### config.mk
export PLATFORM = sky130hd
export DESIGN_NAME = sfu_range_reduce
export DESIGN_NICKNAME = d
export VERILOG_FILES = /design/src/rtl/sfu_pkg.sv /design/src/rtl/sfu_rro_shift.sv /design/src/rtl/sfu_range_reduce.sv
export SDC_FILE = /design/constraint.sdc
export NUM_CORES = 2
export LEC_CHECK = 0
export ABC_AREA = 1
export CAP_MARGIN = 30
export CORE_MARGIN = 4
export CORE_UTILIZATION = 45
export CTS_CLUSTER_SIZE = 16
export DETAILED_ROUTE_END_ITERATION = 7
export SLEW_MARGIN = 20
export SYNTH_ARGS = -nofsm -noshare
export SYNTH_HDL_FRONTEND = slang
export SYNTH_SLANG_ARGS = --single-unit
### constraint.sdc
create_clock -name clk_i -period 20.2 [get_ports clk_i]
set_clock_uncertainty 0.15 [all_clocks]
set_input_delay 4.04 -clock clk_i [delete_from_list [all_inputs] [get_ports clk_i]]
set_output_delay 4.04 -clock clk_i [all_outputs]
set_load 0.02 [all_outputs]
### src/rtl/sfu_pkg.sv
// sfu_pkg: constants, field widths and types shared by the SFU range-reduction stage.
// Latency: n/a (declarations only).
// Backpressure: n/a.
package sfu_pkg;

  // SFU opcodes that take the reduced path; every other opcode passes through.
  localparam logic [2:0] SFU_SIN = 3'b000;
  localparam logic [2:0] SFU_COS = 3'b001;
  localparam logic [2:0] SFU_EX2 = 3'b100;

  // 1/(2*pi) as unsigned Q0.32.
  localparam logic [31:0] INV_2PI = 32'h28BE60DB;

  // Pipeline depth of the stage; fixed by construction.
  localparam int RRO_LAT = 3;

  // fp32 field layout.
  localparam int FP32_EXP_W = 8;
  localparam int FP32_MAN_W = 23;
  localparam int FP32_BIAS  = 127;

  // Reduced-operand layout and datapath widths.
  localparam int RRO_PAY_W  = 30;
  localparam int RRO_PROD_W = FP32_MAN_W + 1 + 32;  // 24x32 product
  localparam int RRO_SH_W   = 10;                   // signed shift amount
  // Product LSB weight is 2^(E-55); a Q0.30 payload needs weight 2^-30,
  // so the trig path shifts left by E-25.
  localparam int RRO_TRIG_SH = 25;
  // ex2 input magnitude overflows Q7.23 once the unbiased exponent reaches 7.
  localparam int RRO_EX2_MAX_E = 7;

  typedef struct packed {
    logic                 sign;
    logic                 special;
    logic [RRO_PAY_W-1:0] payload;
  } rro_t;

  typedef enum logic [1:0] {
    CLS_NORM,
    CLS_ZERO,
    CLS_INF,
    CLS_NAN
  } fp_cls_e;

  typedef enum logic [1:0] {
    PATH_PASS,
    PATH_TRIG,
    PATH_EX2
  } rro_path_e;

  // Denormals are flushed, so an all-zero exponent field counts as zero.
  function automatic fp_cls_e fp_classify(input logic [FP32_EXP_W-1:0] exp_f,
                                          input logic [FP32_MAN_W-1:0] man_f);
    fp_cls_e cls;
    cls = CLS_NORM;
    if (exp_f == '0) begin
      cls = CLS_ZERO;
    end else if (exp_f == '1) begin
      cls = (man_f == '0) ? CLS_INF : CLS_NAN;
    end
    return cls;
  endfunction

endpackage

### src/rtl/sfu_rro_shift.sv
// sfu_rro_shift: 56-bit bidirectional barrel shifter with a 30-bit truncated result.
// Latency: combinational.
// Backpressure: none (pure function of its inputs).
// Ports: din_i  - unsigned magnitude to be aligned
//        sh_i   - two's-complement shift amount, positive = left, negative = right
//        dout_o - low 30 bits of the shifted value; zero once |sh_i| >= 56
module sfu_rro_shift
  import sfu_pkg::*;
(
  input  logic [RRO_PROD_W-1:0] din_i,
  input  logic [RRO_SH_W-1:0]   sh_i,
  output logic [RRO_PAY_W-1:0]  dout_o
);

  logic [RRO_SH_W-1:0] amt;

  always_comb begin
    amt = sh_i[RRO_SH_W-1] ? -sh_i : sh_i;
    if (amt >= RRO_SH_W'(RRO_PROD_W)) begin
      dout_o = '0;
    end else if (sh_i[RRO_SH_W-1]) begin
      dout_o = RRO_PAY_W'(din_i >> amt);
    end else begin
      dout_o = RRO_PAY_W'(din_i << amt);
    end
  end

endmodule

### src/rtl/sfu_range_reduce.sv
// sfu_range_reduce: fp32 -> fixed-point range reduction for the sin/cos/ex2 evaluators.
// Latency: 3 cycles accept-to-valid_o, 1 item per cycle.
// Backpressure: single global stall, ready_o = ~valid_o | ready_i; all stages hold when stalled.
// Ports: clk_i/rst_i          - clock, synchronous active-high reset
//        valid_i/ready_o      - input handshake; selop_i opcode, src_i fp32 operand
//        valid_o/ready_i      - output handshake; selop_o/src_o raw opcode and operand,
//                               rro_o reduced operand {sign, special, payload[29:0]}
module sfu_range_reduce
  import sfu_pkg::*;
(
  input  logic        clk_i,
  input  logic        rst_i,
  input  logic        valid_i,
  output logic        ready_o,
  input  logic [2:0]  selop_i,
  input  logic [31:0] src_i,
  output logic        valid_o,
  input  logic        ready_i,
  output logic [2:0]  selop_o,
  output logic [31:0] src_o,
  output logic [31:0] rro_o
);

  logic adv;

  // S1: unpack, classify, multiply
  logic                  s1_vld_d,   s1_vld_q;
  logic [2:0]            s1_selop_d, s1_selop_q;
  logic [31:0]           s1_src_d,   s1_src_q;
  logic                  s1_sign_d,  s1_sign_q;
  fp_cls_e               s1_cls_d,   s1_cls_q;
  rro_path_e             s1_path_d,  s1_path_q;
  logic                  s1_ovf_d,   s1_ovf_q;
  logic [RRO_PROD_W-1:0] s1_mag_d,   s1_mag_q;
  logic [RRO_SH_W-1:0]   s1_sh_d,    s1_sh_q;

  // S2: shift and payload select
  logic                 s2_vld_d,     s2_vld_q;
  logic [2:0]           s2_selop_d,   s2_selop_q;
  logic [31:0]          s2_src_d,     s2_src_q;
  logic                 s2_sign_d,    s2_sign_q;
  logic                 s2_special_d, s2_special_q;
  logic                 s2_pass_d,    s2_pass_q;
  logic [RRO_PAY_W-1:0] s2_pay_d,     s2_pay_q;

  // S3: packed output register
  logic        out_vld_d,   out_vld_q;
  logic [2:0]  out_selop_d, out_selop_q;
  logic [31:0] out_src_d,   out_src_q;
  logic [31:0] out_rro_d,   out_rro_q;

  logic [FP32_EXP_W-1:0] in_exp;
  logic [FP32_MAN_W:0]   in_man;
  logic [RRO_SH_W-1:0]   in_e;
  logic [RRO_PAY_W-1:0]  sh_pay;
  rro_t                  pack;

  assign adv     = ~valid_o | ready_i;
  assign ready_o = adv;

  always_comb begin
    in_exp = src_i[30:23];
    in_man = {1'b1, src_i[22:0]};
    in_e   = RRO_SH_W'(in_exp) - RRO_SH_W'(FP32_BIAS);

    s1_vld_d   = s1_vld_q;
    s1_selop_d = s1_selop_q;
    s1_src_d   = s1_src_q;
    s1_sign_d  = s1_sign_q;
    s1_cls_d   = s1_cls_q;
    s1_path_d  = s1_path_q;
    s1_ovf_d   = s1_ovf_q;
    s1_mag_d   = s1_mag_q;
    s1_sh_d    = s1_sh_q;

    if (adv) begin
      s1_vld_d = valid_i;
      if (valid_i) begin
        s1_selop_d = selop_i;
        s1_src_d   = src_i;
        s1_sign_d  = src_i[31];
        s1_cls_d   = fp_classify(in_exp, src_i[22:0]);
        s1_ovf_d   = (in_exp >= FP32_EXP_W'(FP32_BIAS + RRO_EX2_MAX_E));
        s1_path_d  = PATH_PASS;
        s1_mag_d   = '0;
        s1_sh_d    = '0;
        // Both reduced paths feed the same shifter: trig shifts the
        // product, ex2 shifts the bare mantissa.
        if (selop_i == SFU_SIN || selop_i == SFU_COS) begin
          s1_path_d = PATH_TRIG;
          s1_mag_d  = RRO_PROD_W'(in_man) * RRO_PROD_W'(INV_2PI);
          s1_sh_d   = in_e - RRO_SH_W'(RRO_TRIG_SH);
        end else if (selop_i == SFU_EX2) begin
          s1_path_d = PATH_EX2;
          s1_mag_d  = RRO_PROD_W'(in_man);
          s1_sh_d   = in_e;
        end
      end
    end
  end

  sfu_rro_shift u_shift (
    .din_i  (s1_mag_q),
    .sh_i   (s1_sh_q),
    .dout_o (sh_pay)
  );

  always_comb begin
    s2_vld_d     = s2_vld_q;
    s2_selop_d   = s2_selop_q;
    s2_src_d     = s2_src_q;
    s2_sign_d    = s2_sign_q;
    s2_special_d = s2_special_q;
    s2_pass_d    = s2_pass_q;
    s2_pay_d     = s2_pay_q;

    if (adv) begin
      s2_vld_d = s1_vld_q;
      if (s1_vld_q) begin
        s2_selop_d   = s1_selop_q;
        s2_src_d     = s1_src_q;
        s2_sign_d    = s1_sign_q;
        s2_special_d = 1'b0;
        s2_pass_d    = 1'b0;
        s2_pay_d     = '0;
        case (s1_path_q)
          PATH_TRIG: begin
            case (s1_cls_q)
              CLS_NORM: s2_pay_d = sh_pay;
              CLS_INF, CLS_NAN: begin
                s2_special_d = 1'b1;
                s2_pay_d     = '1;
              end
              default: s2_pay_d = '0;
            endcase
          end
          PATH_EX2: begin
            case (s1_cls_q)
              CLS_NORM: begin
                if (s1_ovf_q) begin
                  s2_special_d = 1'b1;
                end else begin
                  s2_pay_d = sh_pay;
                end
              end
              CLS_INF: s2_special_d = 1'b1;
              CLS_NAN: begin
                s2_special_d = 1'b1;
                s2_pay_d     = '1;
              end
              default: s2_pay_d = '0;
            endcase
          end
          default: s2_pass_d = 1'b1;
        endcase
      end
    end
  end

  always_comb begin
    pack.sign    = s2_sign_q;
    pack.special = s2_special_q;
    pack.payload = s2_pay_q;

    out_vld_d   = out_vld_q;
    out_selop_d = out_selop_q;
    out_src_d   = out_src_q;
    out_rro_d   = out_rro_q;

    if (adv) begin
      out_vld_d = s2_vld_q;
      if (s2_vld_q) begin
        out_selop_d = s2_selop_q;
        out_src_d   = s2_src_q;
        out_rro_d   = s2_pass_q ? s2_src_q : pack;
      end
    end
  end

  always_ff @(posedge clk_i) begin
    if (rst_i) begin
      s1_vld_q     <= 1'b0;
      s1_selop_q   <= '0;
      s1_src_q     <= '0;
      s1_sign_q    <= 1'b0;
      s1_cls_q     <= CLS_ZERO;
      s1_path_q    <= PATH_PASS;
      s1_ovf_q     <= 1'b0;
      s1_mag_q     <= '0;
      s1_sh_q      <= '0;
      s2_vld_q     <= 1'b0;
      s2_selop_q   <= '0;
      s2_src_q     <= '0;
      s2_sign_q    <= 1'b0;
      s2_special_q <= 1'b0;
      s2_pass_q    <= 1'b0;
      s2_pay_q     <= '0;
      out_vld_q    <= 1'b0;
      out_selop_q  <= '0;
      out_src_q    <= '0;
      out_rro_q    <= '0;
    end else begin
      s1_vld_q     <= s1_vld_d;
      s1_selop_q   <= s1_selop_d;
      s1_src_q     <= s1_src_d;
      s1_sign_q    <= s1_sign_d;
      s1_cls_q     <= s1_cls_d;
      s1_path_q    <= s1_path_d;
      s1_ovf_q     <= s1_ovf_d;
      s1_mag_q     <= s1_mag_d;
      s1_sh_q      <= s1_sh_d;
      s2_vld_q     <= s2_vld_d;
      s2_selop_q   <= s2_selop_d;
      s2_src_q     <= s2_src_d;
      s2_sign_q    <= s2_sign_d;
      s2_special_q <= s2_special_d;
      s2_pass_q    <= s2_pass_d;
      s2_pay_q     <= s2_pay_d;
      out_vld_q    <= out_vld_d;
      out_selop_q  <= out_selop_d;
      out_src_q    <= out_src_d;
      out_rro_q    <= out_rro_d;
    end
  end

  assign valid_o = out_vld_q;
  assign selop_o = out_selop_q;
  assign src_o   = out_src_q;
  assign rro_o   = out_rro_q;

endmodule
# [Yosys cells after proc, flatten, opt, wreduce, memory -nomap -nowiden]
# Cells that the tools add are included.
[totals] register_bits=245 in_bits=39 output_inout_bits=69
[classes] n_reduce_logical=10 bitwise=2 mux=22 n_addsub=3 n_mul=1 n_shift=2 n_eq_ne=7 order_cmp=2
[ops] op="one-hot mux 30 bit (2 select lines)" n=3
[ops] op="two-way mux 30 bit" n=3
[ops] op="<< shifter 56 x 10 -> 30 bit" n=1
[ops] op=">> shifter 56 x 10 -> 30 bit" n=1
[ops] op="multiplier 24 x 30 -> 54 bit (second input constant)" n=1
[ops] op="two-way mux 54 bit" n=1
[ops] op="two-way mux 32 bit" n=1
[ops] op="two-way mux 10 bit" n=3
[ops] op="two-way mux 24 bit" n=1
[ops] op="zero test 23 bit" n=1
[ops] op=">= comparator 10 x 6 -> 1 bit (second input constant)" n=1
[ops] op="negation 10 bit" n=1
[ops] op="subtractor 9 x 6 -> 10 bit (second input constant)" n=1
[ops] op="subtractor 8 x 7 -> 9 bit (second input constant)" n=1
[ops] op="equality test 8 bit (second input constant)" n=1
[ops] op=">= comparator 8 bit (second input constant)" n=1
[ops] op="zero test 8 bit" n=1
[ops] op="two-way mux 2 bit" n=4
[ops] op="equality test 2 bit (second input constant)" n=3
[ops] op="AND reduction 2 bit" n=3
[ops] op="two-way mux 1 bit" n=4
[ops] op="one-hot mux 1 bit (2 select lines)" n=2
[ops] op="OR reduction 2 bit" n=2
[ops] op="equality test 3 x 1 -> 1 bit (second input constant)" n=1
[ops] op="other kinds (7)" n=7

# [Longest topological paths before layout]
[logic_depth] ltp_word=8 ltp_mapped=36 depth_no_buf=36

# [Hierarchy]
# A second synthesis with hierarchy kept.
[hier_totals] hier_cells=4372 hier_area_um2=29464.5
[modules_own_cells] mod="sfu_range_reduce" cells_per_inst=3195 area_each_um2=23806.6 seq_area_each_um2=4824.6 n_inst=1
[modules_own_cells] mod="sfu_rro_shift" cells_per_inst=1177 area_each_um2=5657.9 seq_area_each_um2=0.0 n_inst=1

# [Worst setup path before layout]
# Ideal clock, no wire load.
[synth_path] path_type="in2reg" from="input port src_i[3]" to="register s1_mag_q[36]" path_buffers=0 arrival_ns=9.550 cell_stages=25 required_ns=19.918 path_slack_ns=10.368 cell_sequence="fa_1 -> inv_1 -> fa_1 -> fa_1 -> fa_1 -> inv_1 -> fa_1 -> fa_1 -> fa_1 -> ha_1 -> a21oi_1 -> inv_1 -> a31oi_1 -> inv_1 -> a211oi_1 -> nand2_1 -> a21oi_1 -> inv_1 -> a21oi_1 -> inv_1 -> a21oi_1 -> inv_1 -> or2_2 -> nand3_1 -> a21oi_1"
[synth_via] elab_chain_len=2
[synth_lines] element="from (decl)" line="sfu_range_reduce.sv:16" text="input logic [31:0] src_i,"
[synth_lines] element="multiplier 24 x 30 -> 54 bit" line="sfu_range_reduce.sv:91" text="s1_mag_d = RRO_PROD_W'(in_man) * RRO_PROD_W'(INV_2PI);"
[synth_lines] element="two-way mux 54 bit" line="sfu_range_reduce.sv:89" text="if (selop_i == SFU_SIN || selop_i == SFU_COS) begin"
[synth_lines] element="to (signal assigned)" line="sfu_range_reduce.sv:210" text="s1_mag_q <= s1_mag_d;"
[synth_lines] element="to (decl)" line="sfu_range_reduce.sv:34" text="logic [RRO_PROD_W-1:0] s1_mag_d, s1_mag_q;"
# No other way between the ends.
# A chain may end at the register's enable or synchronous reset.

# [Final worst setup path]
[layout_path] from="input port src_i[21]" to="register s1_mag_q[43]"
# The elaborated chain is that of the path after synthesis.

==> flow_summary.yaml <==
critical_path:
  cp.required_ns: 20.47
  arrival_ns: 11.65
  crit_start: "src_i[21]"
  crit_path_top_delay_cell: "clkdlybuf4s50_1"
  path_buf_inv: 4
  path_delay_family: "adder cells"
  critPathMaxStageDelay_ns: 1.06
  path_class: "in -> reg"
  worstSetupStartpointType: "input port"
  crit_chain: "clkdlybuf4s50_1 -> inv_1 -> ha_1 -> xnor2_1 -> xnor2_1 -> fa_1 -> fa_1 -> fa_1 -> fa_1 -> inv_1 -> fa_1 -> inv_1 -> ha_1 -> nand2_1 -> nor2_1 -> nand2_1 -> nor4_1 -> a21oi_1 -> o31ai_1 -> nand2_1 -> nand2_1 -> a21boi_0 -> o21ai_0 -> a21oi_1"
  cp.depth: 24
  rr_startpoint: "s1_sh_q[0]$_SDFFE_PP0P_"
  path_max_fanout: 13
  reg2reg_depth: 24
  cp_common_cell: "fa_1"
  end_kind: "register"
synthesis:
  avgSynthCellArea_um2: 6.985
  ys_ff_latch: 241
  synth_area_um2: 27790
  synth_compound_area_share_pct: 12.76
  synth_nets: 4566
  synth_cell_types: 54
  yosys.area_share.simple_pct: 26.74
  synth_fa_ha_area_share_pct: 31.21
  synth-xor-area-share_pct: 0.7743
  synth_warnings: 0
  muxShareOfSynthArea_pct: 0
  synth_top_family_by_area: "adder cells"
  synth_seq_area_share_pct: 17.36
  syn_inst: 3979
place:
  place_congestion: 0.9925
  placed_cell_area_um2: 29350
  dp_hpwl_um: 77880
  io_buffers: 107
  dpl_worst_slack_ns: 8.187
run:
  drv_cap: 0
global_routing:
  grt_pass1_vias: 25129
  overflow: 0
  antenna_found_initial: 2
  grt_usage_pct: 28.90
  grt_pass1_wl_um: 150600
  grt_max_degree: 98
sta:
  drv_slew: 0
  fin_setup_tns_ns: 0
  tightest_slew_ns: 0.9870
  min_period_ns: 11.38
  maxSlewHeadroom_pct: 33.50
  period_share_pct: 56.31
  rsz0062_at_grt: "no"
  hold_slack_ns: 0.3143
  setup_violations: 0
  setup_ws_ns: 8.825
  hold_viol: 0
  max_freq_ghz: 0.08791
clocking:
  cts_root_buffer: "clkbuf_16"
  clk-insertion-delay-late_ns: 0.56
  cts_resized: 0
  cts_hold_buf: 0
  clkSinkCount: 241
  cts_tree: "built"
  postCtsSetupBuffers: 0
  clk_path_buf_depth: 3
  cts_buffers: 27
  htreeDepth: 1
  clkTransAtPathRegs_ns: 0.06
die:
  core_area_um2: 60700
  die_y_um: 256.5
  dieArea_um2: 65810
  pin_count: 108
  start_util_pct: 45.79
  num_rows: 90
  die_x_um: 256.5
drt:
  wl_per_cell_um: 20.54
  ant_nets: 0
  vias_per_cell: 5.572
  vias: 26528
  first_pass_iters: 6
  drc: 0
  wl_um: 97770
  drt_iter0_drc: 2600
worst_hold_path:
  hold_path.class: "reg -> reg"
  hp-start: "s1_src_q[30]$_SDFFE_PP0P_"
  whs_path_depth: 2
outcome:
  status: "complete, no violations"
finish:
  final_area_um2: 30300
  nets: 4545
  area_growth_syn_to_layout_pct: 9.030
  drive_above_1_share_pct: 3.796
## cell type report
type	count	area, um2
Fill cell	6297	30390
Antenna cell	1	2.502
Clock buffer	38	787.0
Multi-Input combinational cell	2943	19940
Timing Repair Buffer	145	1366
Tap cell	782	978.4
Inverter	600	2256
Clock inverter	11	143.9
Sequential cell	241	4827
## cell usage in the layout (no fill, tap or decap), types with 5 or more instances in the layout
master           instances
a211oi_1                17
a21boi_0                14
a21o_1                   6
a21oi_1                282
a31oi_1                 37
buf_4                   38
clkbuf_16               27
clkbuf_8                 7
clkdlybuf4s50_1        106
clkinv_2                 5
dfxtp_1                239
fa_1                   242
ha_1                   306
inv_1                  585
inv_2                    8
nand2_1                807
nand2_2                  5
nand3_1                436
nand4_1                108
nor2_1                 309
nor2_2                   5
nor3_1                   5
nor4_1                   5
o211ai_1                12
o21a_1                   9
o21ai_0                225
o21ai_1                 29
o221ai_1                 7
or2_2                   22
xnor2_1                  9
xor2_1                  10
## layer usage
metal | share of wire (%) | wire [um] | up-vias | GRT usage (%)
met5 | 0.013 | 13 | - | 0
met4 | 3.5 | 3465 | 2 | 8.456
met3 | 5.9 | 5779 | 173 | 2.783
met2 | 46 | 45450 | 905 | 48.35
met1 | 44 | 43060 | 12531 | 39.94
li1 | - | - | 12917 | -
## tightest hold or removal path, stage by stage (launching register included)
cell	delay (ns)
dfxtp_1	0.30
nand2_1	0.06
a21oi_1	0.05
## metrics by stage
| stage | std cells | utilization (%) |
|---|---|---|
| after floorplan | 3979 | - |
| after global placement | 4710 | 48.36 |
| after global routing | 4760 | 49.92 |
| after CTS | 4759 | 49.89 |
| after detailed placement | 4710 | 48.36 |
| final | 4761 | 49.93 |
## kinds of logic after synthesis
kind of cell | Yosys count
AND/OR/NAND/NOR | 1718
flip-flops | 241
XOR/XNOR | 22
buffers and inverters | 795
adder cells (fa/ha/maj) | 548
AO/OA/AOI/OAI | 655
## cells in the mapped netlist (all sizes together)
cell     instances  area [um2]
a2111oi          1       8.760
a211oi          17       127.6
a21boi          14       105.1
a21o             6       45.04
a21oi          283        1420
a22oi            1       7.510
a2bb2oi          1       8.760
a31oi           37       231.5
and2             1       6.260
and3             1       6.260
buf             79       414.1
clkbuf         116       435.4
clkinv           5       18.77
dfxtp          241        4825
fa             242        4845
ha             306        3829
inv            595        2233
nand2          815        3089
nand3          437        2192
nand3b           1       7.510
nand4          108       675.7
nor2           317        1200
nor3            10       81.33
nor4             5       31.28
o2111ai          1       8.760
o211ai          12       90.09
o21a             9       67.56
o21ai          257        1290
o21bai           3       30.03
o221a            1       11.26
o221ai           7       61.31
o22ai            4       25.02
o31ai            1       7.510
or2             23       143.9
xnor2            9       78.83
xor2            13       136.4
## sequential cells by signal, summed over array words and instances, names as in the netlist
signal and flops:
s1_selop_q 3, selop_o 3, s1_path_q 2, s2_pay_q 30
src_o 32, s2_selop_q 3, s2_special_q 1, valid_o 1
s1_src_q 32, s1_cls_q 2, s1_ovf_q 1, rro_o 32
s1_vld_q 1, s2_vld_q 1, s1_sh_q 10, s1_mag_q 54
s2_pass_q 1, s2_src_q 32
## worst paths after layout
check / endpoint / slack, ns
max: s1_mag_q[43]$_SDFFE_PP0P_ / 8.82
min: s1_src_q[30]$_SDFFE_PP0P_ / 0.31
max reg2reg: s2_pay_q[14]$_SDFFE_PP0P_ / 15.45
min reg2reg: s1_src_q[30]$_SDFFE_PP0P_ / 0.31
Power is not shown: default switching activity piles up to over one toggle a cycle in this logic, so the estimate is an artifact.
